<file path="config.mk">
export PLATFORM = sky130hd
export DESIGN_NAME = uart_rx
export DESIGN_NICKNAME = d
export VERILOG_FILES = /design/src/rtl/uart_rx.sv
export SDC_FILE = /design/constraint.sdc
export NUM_CORES = 1
export LEC_CHECK = 0
export CORE_MARGIN = 2
export CORE_UTILIZATION = 59
export DETAILED_ROUTE_END_ITERATION = 8
export PLACE_DENSITY_LB_ADDON = 0.12
export SLEW_MARGIN = 25
export SYNTH_ARGS = -nofsm -noshare
export SYNTH_HDL_FRONTEND = slang
export SYNTH_SLANG_ARGS = --single-unit
</file>
<file path="constraint.sdc">
create_clock -name clk -period 3.37 [get_ports clk]
set_clock_uncertainty 0.05 [all_clocks]
set_input_delay 0.5055 -clock clk [delete_from_list [all_inputs] [get_ports clk]]
set_output_delay 0.5055 -clock clk [all_outputs]
set_load 0.02 [all_outputs]
</file>
<file path="src/rtl/uart_rx.sv">
// UART receiver: mid-bit sampled serial frames into a 1-entry valid/ready holding register.
// Optional parity bit when UART_RX_PARITY_EN is defined (PARITY_ODD selects odd/even).
module uart_rx #(
  parameter int unsigned CLK_HZ     = 50_000_000,
  parameter int unsigned BAUD       = 115_200,
  parameter int unsigned DATA_BITS  = 8,
  parameter bit          PARITY_ODD = 1'b0
) (
  input  logic                 clk,
  input  logic                 rst,
  input  logic                 rx,
  output logic [DATA_BITS-1:0] data,
  output logic                 valid,
  input  logic                 ready,
  output logic                 busy,
  output logic                 frame_err,
  output logic                 parity_err,
  output logic                 overrun
);

  localparam int unsigned CLKS_PER_BIT = CLK_HZ / BAUD;
  localparam int unsigned CW           = $clog2(CLKS_PER_BIT);
  localparam int unsigned BW           = $clog2(DATA_BITS + 1);
  localparam logic [CW-1:0] HALF_LAST  = CW'(CLKS_PER_BIT / 2 - 1);
  localparam logic [CW-1:0] BIT_LAST   = CW'(CLKS_PER_BIT - 1);
  localparam logic [BW-1:0] DATA_LAST  = BW'(DATA_BITS - 1);

  typedef enum logic [2:0] {
    IDLE,
    START,
    DATA,
`ifdef UART_RX_PARITY_EN
    PARITY,
`endif
    STOP,
    WAIT_IDLE
  } state_t;

  state_t               state, state_nxt;
  logic [CW-1:0]        cnt, cnt_nxt;
  logic [BW-1:0]        bit_cnt, bit_cnt_nxt;
  logic [DATA_BITS-1:0] shreg, shreg_nxt;
  logic                 good_c, ferr_c;
  logic                 good_q;

`ifdef UART_RX_PARITY_EN
  logic par_bad, par_bad_nxt, perr_c;
`endif

  // Next-state, sampling counters and frame result strobes
  always_comb begin
    state_nxt   = state;
    cnt_nxt     = cnt + CW'(1);
    bit_cnt_nxt = bit_cnt;
    shreg_nxt   = shreg;
    good_c      = 1'b0;
    ferr_c      = 1'b0;
`ifdef UART_RX_PARITY_EN
    par_bad_nxt = par_bad;
    perr_c      = 1'b0;
`endif
    case (state)
      IDLE: begin
        cnt_nxt = '0;
        if (!rx) begin
          state_nxt   = START;
          bit_cnt_nxt = '0;
`ifdef UART_RX_PARITY_EN
          par_bad_nxt = 1'b0;
`endif
        end
      end
      START: begin
        if (cnt == HALF_LAST) begin
          cnt_nxt   = '0;
          state_nxt = rx ? IDLE : DATA;
        end
      end
      DATA: begin
        if (cnt == BIT_LAST) begin
          cnt_nxt     = '0;
          shreg_nxt   = {rx, shreg[DATA_BITS-1:1]};
          bit_cnt_nxt = bit_cnt + BW'(1);
          if (bit_cnt == DATA_LAST) begin
            bit_cnt_nxt = '0;
`ifdef UART_RX_PARITY_EN
            state_nxt   = PARITY;
`else
            state_nxt   = STOP;
`endif
          end
        end
      end
`ifdef UART_RX_PARITY_EN
      PARITY: begin
        if (cnt == BIT_LAST) begin
          cnt_nxt   = '0;
          state_nxt = STOP;
          if (((^shreg) ^ rx) != PARITY_ODD) begin
            perr_c      = 1'b1;
            par_bad_nxt = 1'b1;
          end
        end
      end
`endif
      STOP: begin
        if (cnt == BIT_LAST) begin
          cnt_nxt = '0;
          // A parity failure already reported this frame suppresses further pulses
          if (rx) begin
            state_nxt = IDLE;
`ifdef UART_RX_PARITY_EN
            good_c    = !par_bad;
`else
            good_c    = 1'b1;
`endif
          end else begin
            state_nxt = WAIT_IDLE;
`ifdef UART_RX_PARITY_EN
            ferr_c    = !par_bad;
`else
            ferr_c    = 1'b1;
`endif
          end
        end
      end
      WAIT_IDLE: begin
        cnt_nxt = '0;
        if (rx) state_nxt = IDLE;
      end
      default: begin
        state_nxt = IDLE;
        cnt_nxt   = '0;
      end
    endcase
  end

  // Receive FSM registers
  always_ff @(posedge clk) begin
    if (rst) begin
      state     <= IDLE;
      cnt       <= '0;
      bit_cnt   <= '0;
      shreg     <= '0;
      good_q    <= 1'b0;
      frame_err <= 1'b0;
      busy      <= 1'b0;
    end else begin
      state     <= state_nxt;
      cnt       <= cnt_nxt;
      bit_cnt   <= bit_cnt_nxt;
      shreg     <= shreg_nxt;
      good_q    <= good_c;
      frame_err <= ferr_c;
      busy      <= (state_nxt != IDLE);
    end
  end

`ifdef UART_RX_PARITY_EN
  always_ff @(posedge clk) begin
    if (rst) begin
      par_bad    <= 1'b0;
      parity_err <= 1'b0;
    end else begin
      par_bad    <= par_bad_nxt;
      parity_err <= perr_c;
    end
  end
`else
  assign parity_err = 1'b0;
`endif

  // Holding register: loads one cycle after a good stop bit, drops the new byte if still full
  always_ff @(posedge clk) begin
    if (rst) begin
      data    <= '0;
      valid   <= 1'b0;
      overrun <= 1'b0;
    end else begin
      overrun <= 1'b0;
      if (good_q) begin
        if (!valid || ready) begin
          data  <= shreg;
          valid <= 1'b1;
        end else begin
          overrun <= 1'b1;
        end
      end else if (ready) begin
        valid <= 1'b0;
      end
    end
  end

endmodule

</file>
# Yosys cells after proc, flatten, opt, wreduce, memory -nomap -nowiden
# Cells that the tools add are included.
# Widths: inputs -> output; s select.
dict set report totals {
  ff_bits 37
  latchBits 0
  ram_bits 0
  mem_bits_ro 0
  inputBits 4
  out_inout_bits 13
  wordCells 60
  mem_count 0
}
dict set report classes {
  add_sub_neg 2
  multipliers 0
  div 0
  n_lt_le_gt_ge 0
  eq_ne 10
  shifts 0
  muxes 22
  bitwise 3
  n_reduce_logical 13
}
# op n
set op_table {}
lappend op_table {{$mux 3} 7}
lappend op_table {{$mux 9} 2}
lappend op_table {{$pmux 9 s2} 1}
lappend op_table {{$pmux 3 s5} 1}
lappend op_table {{$mux 4} 3}
lappend op_table {{$add 9x1->9 const B} 1}
lappend op_table {{$eq 9x8->1 const B} 1}
lappend op_table {{$eq 9x9->1 const B} 1}
lappend op_table {{$pmux 4 s2} 1}
lappend op_table {{$eq 3x2->1 const B} 2}
lappend op_table {{$mux 1} 6}
lappend op_table {{$reduce_and 2->1} 3}
lappend op_table {{$add 4x1->4 const B} 1}
lappend op_table {{$eq 4x3->1 const B} 1}
lappend op_table {{$ne 2x2->1 const B} 2}
lappend op_table {{$reduce_bool 2->1} 2}
lappend op_table {{$reduce_or 2->1} 2}
lappend op_table {{$eq 3x1->1 const B} 1}
lappend op_table {{$eq 3x3->1 const B} 1}
lappend op_table {{$logic_not 3->1} 1}
lappend op_table {{$not 1->1} 3}
lappend op_table {{$reduce_and 3->1} 1}
lappend op_table {{$reduce_bool 3->1} 1}
lappend op_table {{$reduce_or 3->1} 1}
lappend op_table {{4 further kinds} 4}

# Longest topological paths before layout
# Gate-level depths: netlist of the first run.
dict set report logic_depth {
  ltp_word 5
  mapped_depth 7
}

# Worst setup path before layout of the first run
# OpenSTA, ideal clock, no wires.
dict set report synth_timing {
  kind {register to register}
  from {reg cnt[0]}
  to {reg busy}
  setup_time_ps 127
  arrival_ps 1574
  required_time_ps 3193
  path_slack_ps 1619
  stages_incl_launch_ff 7
  cell_sequence {dfxtp_1 -> ha_1 -> and4b_1 -> buf_6 -> a21oi_1 -> o31a_1 -> or3_1}
}
dict set report synth_between {
  elab_chain_len 4
  elab_cells_between_ends 7
  classes_between {2 x eq/ne; 4 x mux; 1 x reduce/logical}
}
# item line
set synth_rtl {}
lappend synth_rtl {{start, declared} 40} ;# logic [CW-1:0] cnt, cnt_nxt;
lappend synth_rtl {{start signal, assigned} 150} ;# cnt <= cnt_nxt;
lappend synth_rtl {{$eq 9x9->1 or $eq 9x8->1 (tied branches)} {80, 107, 74}}
lappend synth_rtl {{$mux 3 (on tied branches)} {107, 74, 80}}
lappend synth_rtl {{$pmux 3 s5 *} 62} ;# case (state)
lappend synth_rtl {{$reduce_bool 3->1 *} 155} ;# busy <= (state_nxt != IDLE);
lappend synth_rtl {{end signal, assigned} 155}
lappend synth_rtl {{end, declared} 15} ;# output logic busy,
# Every way passes the cells marked *; elsewhere a longest branch is shown, timed or not.
# A chain may end at the register's enable or synchronous reset.

# Worst setup path after layout of the first run
# Ends and elaborated chain as after synthesis.

==> run summary, run 1 <==
The area enclosed by the die boundary is 3190 um^2. Buffers added to address setup during post-CTS repair amount to 0. The number of synthesized register bits is 37, and the filler cell count is 205. The net count of the finished layout is 197. The ratio of routed vias to standard cells was 5.60; the transition time at the pin with the least slew margin was 678 ps. In this run the core area contains 19 standard-cell rows. The power per standard cell area is 387 nW/um^2, and the number of cells traversed by the worst register-to-register path is 5.

From bottom edge to top edge, the die measures 56.5 um. Entering global routing, the biggest net connects 27 pins. The number of antenna repair diodes was 0; the residual overflow from global routing was 0. The run gives 5 as the number of buffers created by CTS. The width of the chip came out at 56.5 um.

The clock insertion delay at the later pin of the skew report came out at 340 ps. The post-layout instance count excluding filler cells is 220, and the critical path buffer and inverter count is 0. The largest single stage delay on the critical path is 480 ps. Across every metal layer, demand over resource in global routing totals 19.8%. Main combinational cell family by area after synthesis: simple AND/OR/NAND/NOR gates. Summing all flip-flop and latch instances after layout gives 741 um^2. The run gives 2230 ps as the signal arrival time at the worst endpoint. The via count of the first global-routing pass was 1,143; the adder and majority gate portion of the synthesized area was 3.08%. Net switching is 23.3% of the power.

Of the total synthesized cell area, the portion taken by XOR and XNOR cells is 3.78%. Of the available clock period, the critical path in the final layout requires 61.3%. Across all layers, the routed design uses 1,232 vias. Dividing the detail-routed wire length by the instance count gives 13.0 um. Global routing met2 resource utilization: 30.7%. Counting every sink on the clock net gives 37. TritonCTS built the clock tree. The number of search-and-repair iterations in the first detailed-routing pass came out at 4.

Counting along the longest clock path gives a buffer depth of 2. The final antenna-violating net count came out at 0. The core footprint came out at 2690 um^2. The synthesized netlist devotes 24.9% of its cell area to simple gates. IR analysis of the VDD net gives a maximum drop of 0.311 mV.

The number of nets in the synthesized netlist came out at 181. The tools report the accumulated negative setup slack as 0 ps. Setup repair after global routing left no endpoint under its margin.

The leakage power total is 0.000724 uW, and the post-cts gate resize count is 0. Global routing used 5.07% of the available met3 tracks. For this run, the top clock speed supported by timing is 0.484 GHz. The post-route minimum period came out at 2070 ps. Once the floorplan was initialized, standard cells occupied 60.5% of the core. On the critical path the largest part of the delay comes from simple AND/OR/NAND/NOR gates. Relative to the synthesized area, the layout overhead comes to 13.9%. After synthesis, the mean cell area works out to 9.39 um^2.

In this run, synthesis inferred 0 flip-flops with an integrated enable. The tools report the register-to-register path setup slack as 1300 ps. Pin placement for this block handled 17 I/O pins. STA classifies the critical path endpoint as a flip-flop. The clock network is responsible for 33.8% of the overall power. The most used flip-flop cell after synthesis is dfxtp_1. The proportion of synthesized flip-flops having asynchronous set or reset was 0%; the detailed-placement wirelength estimate was 1.98 mm. The number of buffers added to fix hold violations after cts was 0. The busiest layer in global routing is met2.

The number of cells produced by synthesis was 173. The number of antenna violations at the first check in global routing was 0. The slowest stage of the critical path belongs to the cell dfxtp_1. The worst slew margin relative to its limit came out at 54.5%. In this run the cell area of the synthesized design comes to 1620 um^2. For the violation count after the first detailed-routing iteration, the log shows 32. The number of distinct library cells after synthesis is 43. The number of instances on the worst hold path is 2, and the setup-violating endpoint count in the final report is 0. Per report_power, the combinational group accounts for 4.1% of the total. Global routing used 25.3% of the available met1 tracks. The count of maximum capacitance violations was 0; the H-tree depth was 2. In this run, placement finished with an instance count of 213. The buffer type at the clock tree root was clkbuf_4.

Cells with a size suffix above 1 make up 8.47% of the layout. The worst setup path is of the flip-flop to flip-flop kind. Counting buffers and inverters, the worst setup path is 5 cells deep. The count of buffers inserted at the top-level ports came out at 15.

The post-synthesis compound-gate area fraction works out to 8.01%. The critical path data required time was 3540 ps. The tools report the cell-internal power as 549 uW. The run gives 45.6% as the share of synthesized area occupied by flip-flops and latches. The Yosys step of the flow raised 0 warnings. Walking the worst path, the cells encountered are ha_1, and4b_1, a21oi_1, o31a_1, or3_1.

Multiplexer area fraction after synthesis: 9.86%. The routed design has 2.85 mm of wire. The logs give 0 for the number of pins exceeding their max-slew limit in the final report and 816 um^2 for the area of combinational cells with multiple inputs. After clock tree synthesis, the clock-pin slew on the worst setup and hold paths is 110 ps.

The congestion estimate from routability-driven global placement came to 0.851. The top fanout value on the critical path works out to 7. For the net switching power, the log shows 166 uW.

The worst setup path is launched from a flip-flop. The first global-routing pass estimated 5.00 mm of wire. The class of the tightest hold or removal check is flip-flop to flip-flop. For this run, design rule violations remaining after detail routing come to 0.

The run finished with clean final reports. Total count of hold-check failures in the final report: 0. For the sequential cell fraction of total power, the log shows 62.1%.
==> cell usage after synthesis (3+ instances only) <==
master / n / area share (%)
xor2_1: 6 / 3.2
nor4_1: 3 / 1.2
ha_1: 4 / 3.1
dfxtp_1: 37 / 46
nand2_1: 5 / 1.2
clkbuf_1: 4 / 0.92
nand3_1: 5 / 1.5
nor3_1: 3 / 0.92
a21oi_1: 8 / 2.5
nand4_1: 3 / 1.2
mux2i_1: 16 / 9.9
nor2_1: 31 / 7.2
o21ai_1: 3 / 0.92
inv_1: 7 / 1.6
==> power by group through the flow <==
stage / logic (uW) / registers (uW) / clock network [uW]
4_1_cts: 29.3 / 444 / 248
3_3_place_gp: 28.2 / 454 / 0
2_1_floorplan: 20.0 / 453 / 0
5_1_grt: 32.7 / 445 / 265
6_report: 29.3 / 444 / 242
3_5_place_dp: 29.1 / 454 / 0
==> state kept, by name (all words and copies together) (netlist names) <==
| register | cells |
|---|---|
| state | 3 |
| busy | 1 |
| frame_err | 1 |
| valid | 1 |
| shreg | 8 |
| overrun | 1 |
| cnt | 9 |
| data | 8 |
| bit_cnt | 4 |
| good_q | 1 |
==> worst paths after layout <==
| path | endpoint | start |
|---|---|---|
| setup / recovery | busy$_SDFF_PP0_ | cnt[0]$_SDFF_PP0_ |
| hold / removal | data[1]$_SDFFE_PP0P_ | data[1]$_SDFFE_PP0P_ |
| setup reg to reg | busy$_SDFF_PP0_ | cnt[0]$_SDFF_PP0_ |
| hold reg to reg | data[1]$_SDFFE_PP0P_ | data[1]$_SDFFE_PP0P_ |
==> layout make-up <==
cell class / instances / area share [%]
multi-input combinational: 120 / 44.1
sequential: 37 / 40.1
timing repair buffer: 17 / 8.93
clock buffer: 6 / 2.77
tap: 31 / 2.10
inverter: 8 / 1.62
clock inverter: 1 / 0.406
==> placed cells by master (no fill, tap or decap), types with 3 or more instances in the layout <==
cell type,instances
mux2i_1,16
clkbuf_4,5
nand3_1,5
a21oi_1,8
nor3_1,3
inv_1,7
nor2_1,31
ha_1,4
xor2_1,6
o21ai_1,3
nand4_1,3
nand2_1,5
dfxtp_1,37
clkdlybuf4s50_1,15
==> worst min-delay path, stage by stage (launching register included) <==
cell and delay [ps]:
dfxtp_1 340, mux2i_1 70, nor2_1 70
==> stage by stage <==
step	utilization [%]	power, uW	hold WS (ps)	setup slack (ps)	instance area [um^2]
3_3_place_gp	66.7	482	427	1270	1790
2_1_floorplan	-	473	410	1620	1620
4_1_cts	68.8	721	462	1340	1850
3_5_place_dp	66.7	483	434	1200	1790
6_report	68.8	715	454	1300	1850
5_1_grt	68.8	743	484	1120	1850
==> kinds of logic after synthesis <==
kind of cell	count (synthesis)
AO/OA/AOI/OAI	20
XOR/XNOR	7
adder cells (fa/ha/maj)	4
buffers and inverters	16
flip-flops	37
multiplexers	16
other	1
AND/OR/NAND/NOR	72
==> routing by layer <==
metal,share of wire (%),up-vias
li1,-,629
met1,46,569
met2,48,30
met3,4.9,4
met4,1.0,0
met5,0,-
(Power assumes the default switching activity.)
==> run 2: changes to the inputs <==
Settings changed: CORE_UTILIZATION 59 to 49.
Clock period 3.37 ns to 1.7 ns, I/O delays scaled along.
==> run summary, run 2 (synthesis results as in run 1) <==
The number of pins exceeding their max-slew limit in the final report is 0 (unchanged), and the post-CTS clock slew at the launch and capture registers of the worst setup and hold paths is 110 ps (about the same). The logs give 0 (unchanged) for the number of antenna repair diodes and 0 (unchanged) for the count of maximum capacitance violations. The placement row count is 20 (+1). The detailed-placement wirelength estimate is 2.41 mm (+22%), and the peak supply drop is 0.459 mV (+48%).

The ratio of routed vias to standard cells came out at 5.39 (-3.7%). The logs give 1440 uW (+100%) for the total power after layout and -115 ps (-1310 ps) for the worst slack after detailed placement. The leakage power total came out at 0.000823 uW (+14%). The violation count after the first detailed-routing iteration was 51 (+59%).

The worst setup path is captured at a flip-flop. The logs give 1,300 (+14%) for the via count of the first global-routing pass and 0 (unchanged) for the total count of hold-check failures in the final report. The count of buffers inserted at the top-level ports is 15 (unchanged), and the H-tree depth is 2 (unchanged). The number of buffers created by CTS is 5 (unchanged). The share of final-layout standard cells stronger than drive strength 1 was 22.2% (+14 points); the clock insertion delay at the later pin of the skew report was 340 ps (about the same). The critical path buffer and inverter count is 2 (+2). The highest clock frequency the design can meet is 0.576 GHz (+19%).

The overall routed net length came out at 3.43 mm (+20%). The run gives 37 (unchanged) as the sink count of the clock tree. Critical path's top delay family: simple AND/OR/NAND/NOR gates.

The accumulated negative setup slack is -37.4 ps (-37.4 ps), and the filler cell count is 261 (+27%). Top fanout value on the critical path: 3 (-4). The signal on the critical path passes through inv_2, buf_6, ha_4, and4bb_2, a311oi_2, o31a_1, or3_1.

Endpoint of the lowest-slack register-to-register path: busy$_SDFF_PP0_. The number of search-and-repair iterations in the first detailed-routing pass was 4 (unchanged); the detailed-route wire length per cell was 13.6 um (+5.3%). The power per standard cell area is 696 nW/um^2 (+80%), and the number of antenna violations at the first check in global routing is 0 (unchanged). Signal arrival time at the worst endpoint: 1920 ps (-310 ps). Setup repair after global routing could not meet its margin everywhere. The setup-violating endpoint count in the final report is 1 (+1). The number of instances on the worst hold path was 2 (unchanged); the largest net degree at the start of global routing was 21 (-22%). The routability-driven placement congestion ratio was 0.818 (-3.8%); the remaining routing DRC violations was 0 (unchanged). The peak per-stage delay on the critical path works out to 340 ps (-140 ps). On the critical path, the stage with the largest delay is an instance of dfxtp_2.

The register-to-register path setup slack is -40 ps (-1340 ps), and the worst hold slack is 457 ps (+2.92 ps). The tools report the fraction of the core area covered by cells at the end of the flow as 66.7% (-2.1 points). The worst setup path is launched from a flip-flop.

The class of the tightest hold or removal check was flip-flop to flip-flop. In this run the worst setup path terminates at busy$_SDFF_PP0_. Leaving out fill and tap cells, the most frequent cell in the layout is dfxtp_1. Via total after detailed routing: 1,353 (+9.8%). For the area of combinational cells with multiple inputs, the log shows 868 um^2 (+6.4%). The starting density of the core is 52.3% (-8.1 points). The run gives 0 (unchanged) as the final antenna-violating net count. The deepest clock path buffer count came out at 2 (unchanged). The tools report the buffer type at the clock tree root as clkbuf_4. In the final layout, the registers with the most flip-flops are cnt (9), data (8), shreg (8).

The checks that failed: setup timing. The worst register-to-register path begins at cnt[1]$_SDFF_PP0_. The residual overflow from global routing was 0 (unchanged); the core footprint was 3100 um^2 (+16%). For the total global-route track usage, the log shows 20.1% (+0.34 points).

The slack of the critical path was -37.4 ps (-1340 ps). The final net count is 215 (+9.1%). Register name with the most flops: cnt. Critical path data required time: 1880 ps (-1660 ps). The run gives 17 (unchanged) as the I/O pin count. The logic depth of the worst setup path including buffers is 7 (+2), and the vertical die dimension is 61.6 um (+9.0%). The run finished, with violations left.

In the layout the commonest cells are dfxtp_1, nor2_1, buf_4. The area occupied by registers was 747 um^2 (+0.84%); the flip-flop count of the largest register after layout was 9 (unchanged). TritonCTS built the clock tree. Wire length of the first global-routing pass: 5.60 mm (+12%).

The worst setup path is of the flip-flop to flip-flop kind. The critical path starts at cnt[1]$_SDFF_PP0_. The area enclosed by the die boundary is 3790 um^2 (+19%), and the width of the chip is 61.6 um (+9.0%). The period utilization was 102% (+41 points); the area growth from synthesis to layout was 27.5%.

The number of cells traversed by the worst register-to-register path works out to 7 (+2). The post-route minimum period works out to 1740 ps (-329 ps).
-- run 2: cell type report --
| class | count | area share (%) |
|---|---|---|
| Timing Repair Buffer | 35 | 15.0 |
| Inverter | 8 | 1.45 |
| Tap cell | 44 | 2.66 |
| Clock inverter | 1 | 0.363 |
| Sequential cell | 37 | 36.1 |
| Multi-Input combinational cell | 120 | 41.9 |
| Clock buffer | 6 | 2.48 |
-- run 2: metal layers --
layer  global-route usage (%)  vias to the layer above  share of wire [%]
met4                     6.99                        0                1.8
li1                         -                      671                  -
met1                     23.5                      646                 45
met2                     34.6                       27                 49
met3                     6.51                        9                3.5
met5                        0                        -                  0
-- run 2: worst min-delay path by stage --
stage | slack, ps | endpoint | start
6_report | 460 | bit_cnt[1]$_SDFFE_PP0P_ | bit_cnt[1]$_SDFFE_PP0P_
5_1_grt | 480 | overrun$_SDFF_PP0_ | ready
3_5_place_dp | 440 | data[2]$_SDFFE_PP0P_ | data[2]$_SDFFE_PP0P_
3_3_place_gp | 430 | data[0]$_SDFFE_PP0P_ | data[0]$_SDFFE_PP0P_
2_1_floorplan | 280 | frame_err$_SDFF_PP0_ | rx
4_1_cts | 460 | bit_cnt[1]$_SDFFE_PP0P_ | bit_cnt[1]$_SDFFE_PP0P_
-- run 2: power by group --
part,switching (uW),internal (uW)
registers,7.74,871
clock network,288,194
logic,45.2,35.0
-- run 2: repair_timing --
| item | in CTS | in global routing |
|---|---|---|
| pin swaps | 8 | 2 |
| endpoints found under the hold margin | 0 | 0 |
| cloned | 0 | 0 |
| hold buffers | 0 | 0 |
| setup endpoints to repair | 3 | 7 |
| buffers inserted | 4 | 0 |
| resized for setup | 9 | 5 |
-- run 2: stage by stage --
| stage | cell area, um^2 | instances |
|---|---|---|
| 6_report | 2070 | 251 |
| 3_5_place_dp | 1920 | 240 |
| 2_1_floorplan | 1630 | 173 |
| 5_1_grt | 2070 | 251 |
| 3_3_place_gp | 1920 | 240 |
| 4_1_cts | 2060 | 251 |
-- run 2: worst min-delay path, cell delays in order, from the launching register on --
cell	delay (ps)
dfxtp_1	340
o21ai_1	70
a21oi_1	60
==> run 3: changes to the inputs <==
Settings changed: SETUP_SLACK_MARGIN from default to 0.4, SKIP_LAST_GASP from default to 1.
==> run summary, run 3 (synthesis results as in run 1) <==
The sink count of the clock tree was 37 (unchanged). The logs give 2.25 mm (-6.7%) for the detailed-placement wirelength estimate and 4 (unchanged) for the number of search-and-repair iterations in the first detailed-routing pass. In this run the clock root is driven by a clkbuf_4.

The area enclosed by the die boundary was 3790 um^2 (unchanged); the count of maximum capacitance violations was 0 (unchanged). The signal arrival time at the worst endpoint was 1820 ps (-100 ps); the routability-driven placement congestion ratio was 0.805 (-1.6%). The setup path with the least slack is of type flip-flop to flip-flop.

The worst setup path is launched from a flip-flop. The wire length of the first global-routing pass is 5.22 mm (-6.6%). The run finished with clean final reports.

The post-layout instance count excluding filler cells was 248 (-1.2%). The violation count after the first detailed-routing iteration is 35 (-31%), and the core footprint is 3100 um^2 (unchanged). The critical path buffer and inverter count was 1 (-1). The number of antenna repair diodes was 0 (unchanged).

In the layout the commonest cells are dfxtp_1, nor2_1, mux2i_1. The endpoint of the lowest-slack register-to-register path is busy$_SDFF_PP0_. The overall routed net length was 3.19 mm (-6.7%); the period utilization was 96.5% (-5.7 points). The top fanout value on the critical path works out to 6 (+3). For this design, the slowest cell found on the critical path is dfxtp_2. The cell total after placement is 236 (-1.7%), and the count of buffers inserted at the top-level ports is 15 (unchanged). The setup-violating endpoint count in the final report was 0 (-1); the number of pins exceeding their max-slew limit in the final report was 0 (unchanged).

For the final net count, the log shows 211 (-1.9%). The starting density of the core was 52.3% (unchanged). In this run the most critical hold path is launched from data[2]$_SDFFE_PP0P_. The library cell used most frequently in the layout, excluding fill and tap cells, is dfxtp_1. TritonCTS built the clock tree.

The flip-flop count of the largest register after layout was 9 (unchanged); the number of antenna violations at the first check in global routing was 0 (unchanged). The largest registers in the layout are cnt (9), data (8), shreg (8). Clock insertion delay at the later pin of the skew report: 330 ps (about the same). The H-tree depth was 2 (unchanged); the width of the chip was 61.6 um (unchanged). Via total after detailed routing: 1,292 (-4.5%). For the via count of the first global-routing pass, the log shows 1,240 (-4.6%). The detailed-route wire length per cell is 12.9 um (-5.6%). Post-CTS clock slew at the launch and capture registers of the worst setup and hold paths: 110 ps (about the same). Setup repair after global routing could not meet its margin everywhere.

The placement row count was 20 (unchanged). For the worst slack after detailed placement, the log shows -4.94 ps (+110 ps). The vertical die dimension is 61.6 um (unchanged). The critical path goes through inv_2, ha_4, and4b_2, a21oi_1, o31a_1, or3_1.

The min-delay analysis places its worst path in the category flip-flop to flip-flop. For the final antenna-violating net count, the log shows 0 (unchanged). For the total count of hold-check failures in the final report, the log shows 0 (unchanged). The area growth from synthesis to layout came out at 24.8%. The register with the most flip-flops in the final layout is cnt. The number of buffers created by CTS is 5 (unchanged), and the number of cells traversed by the worst register-to-register path is 6 (-1). Peak per-stage delay on the critical path: 340 ps (about the same). The filler cell count was 281 (+7.7%); the post-route minimum period was 1640 ps (-97.4 ps).

The power per standard cell area is 684 nW/um^2 (-1.6%), and the I/O pin count is 17 (unchanged). The ratio of routed vias to standard cells works out to 5.21 (-3.4%). The deepest clock path buffer count came out at 2 (unchanged).

The peak supply drop was 0.461 mV (+0.59%); the total global-route track usage was 18.8% (-1.3 points). The slack of the critical path was 60.0 ps (+97.4 ps). In this design, the largest share of critical-path delay is due to simple AND/OR/NAND/NOR gates. The worst hold path terminates at data[2]$_SDFFE_PP0P_. The tools report the residual overflow from global routing as 0 (unchanged). The largest net degree at the start of global routing came out at 23 (+9.5%).

STA classifies the critical path endpoint as a flip-flop. The critical path starts at cnt[1]$_SDFF_PP0_. The leakage power total was 0.000831 uW (+0.90%). The tools report the remaining routing DRC violations as 0 (unchanged). The share of final-layout standard cells stronger than drive strength 1 works out to 26.0% (+3.8 points). The number of instances on the worst hold path is 2 (unchanged). For the critical path data required time, the log shows 1880 ps (about the same). The worst register-to-register path begins at cnt[1]$_SDFF_PP0_. The register-to-register path setup slack was 60 ps (+100 ps).

The highest clock frequency the design can meet was 0.610 GHz (+5.9%).
## run 3: changes by cell type in the layout (fill, tap and decap cells not counted), moves of 2 or more
| cell | change |
|---|---|
| o21ai_4 | +2 |
| clkinv_2 | +2 |
| clkdlybuf4s50_1 | -12 |
| clkdlybuf4s15_1 | +2 |
| buf_4 | -4 |
| clkbuf_2 | +7 |
## run 3: worst max-delay path by stage
stage | to | cells past startpoint
after floorplan | busy$_SDFF_PP0_ | 7
after global placement | busy$_SDFF_PP0_ | 5
after detailed placement | busy$_SDFF_PP0_ | 5
after CTS | bit_cnt[3]$_SDFFE_PP0P_ | 6
after global routing | busy$_SDFF_PP0_ | 6
final | busy$_SDFF_PP0_ | 6
## run 3: per-layer routing
metal | share of wire [%] | track usage [%] | wire [um]
met4 | 1.7 | 8.51 | 54
met2 | 47 | 31.9 | 1500
met3 | 3.8 | 4.62 | 120
met5 | 0 | 0 | 0
met1 | 47 | 22.4 | 1520
## run 3: through the flow
| stage | util (%) | hold WS [ps] | setup TNS, ps | instance area [um^2] | power [uW] |
|---|---|---|---|---|---|
| after floorplan | - | 283 | 0 | 1670 | 943 |
| after global placement | 61.6 | 419 | 0 | 1910 | 967 |
| after detailed placement | 61.6 | 438 | -4.94 | 1910 | 968 |
| after CTS | 64.1 | 464 | 0 | 1990 | 1390 |
| after global routing | 65.3 | 493 | -45.5 | 2030 | 1450 |
| final | 65.3 | 459 | 0 | 2030 | 1390 |
## run 3: power by group
part           internal, uW  total [uW]  switching [uW]  leakage (uW)
Combinational          32.4        77.5            45.1      0.000499
Clock                   158         431             273     0.0000320
Sequential              871         878            7.25      0.000300
## run 3: cell type report
| type | count | area (um^2) | share of cell area [%] |
|---|---|---|---|
| multi-input combinational | 120 | 895 | 44.1 |
| inverter | 8 | 30.0 | 1.48 |
| clock buffer | 6 | 41.3 | 2.04 |
| clock inverter | 2 | 10.0 | 0.494 |
| tap | 44 | 55.1 | 2.72 |
| timing repair buffer | 31 | 250 | 12.3 |
| sequential | 37 | 746 | 36.8 |
## run 3: tightest hold or removal path, delay by kind of cell, from the launching register on
| family | cells | cell delay (ps) |
|---|---|---|
| simple gates | 1 | 70 |
| mux | 1 | 70 |
| flops | 1 | 340 |
## run 3: what timing repair did
| item | 4_1_cts | 5_1_grt |
|---|---|---|
| gates resized for setup | 27 | 20 |
| buffers inserted | 1 | 3 |
| pin swaps | 2 | 4 |
| hold buffers | 0 | 0 |
| setup endpoints to repair | 39 | 45 |
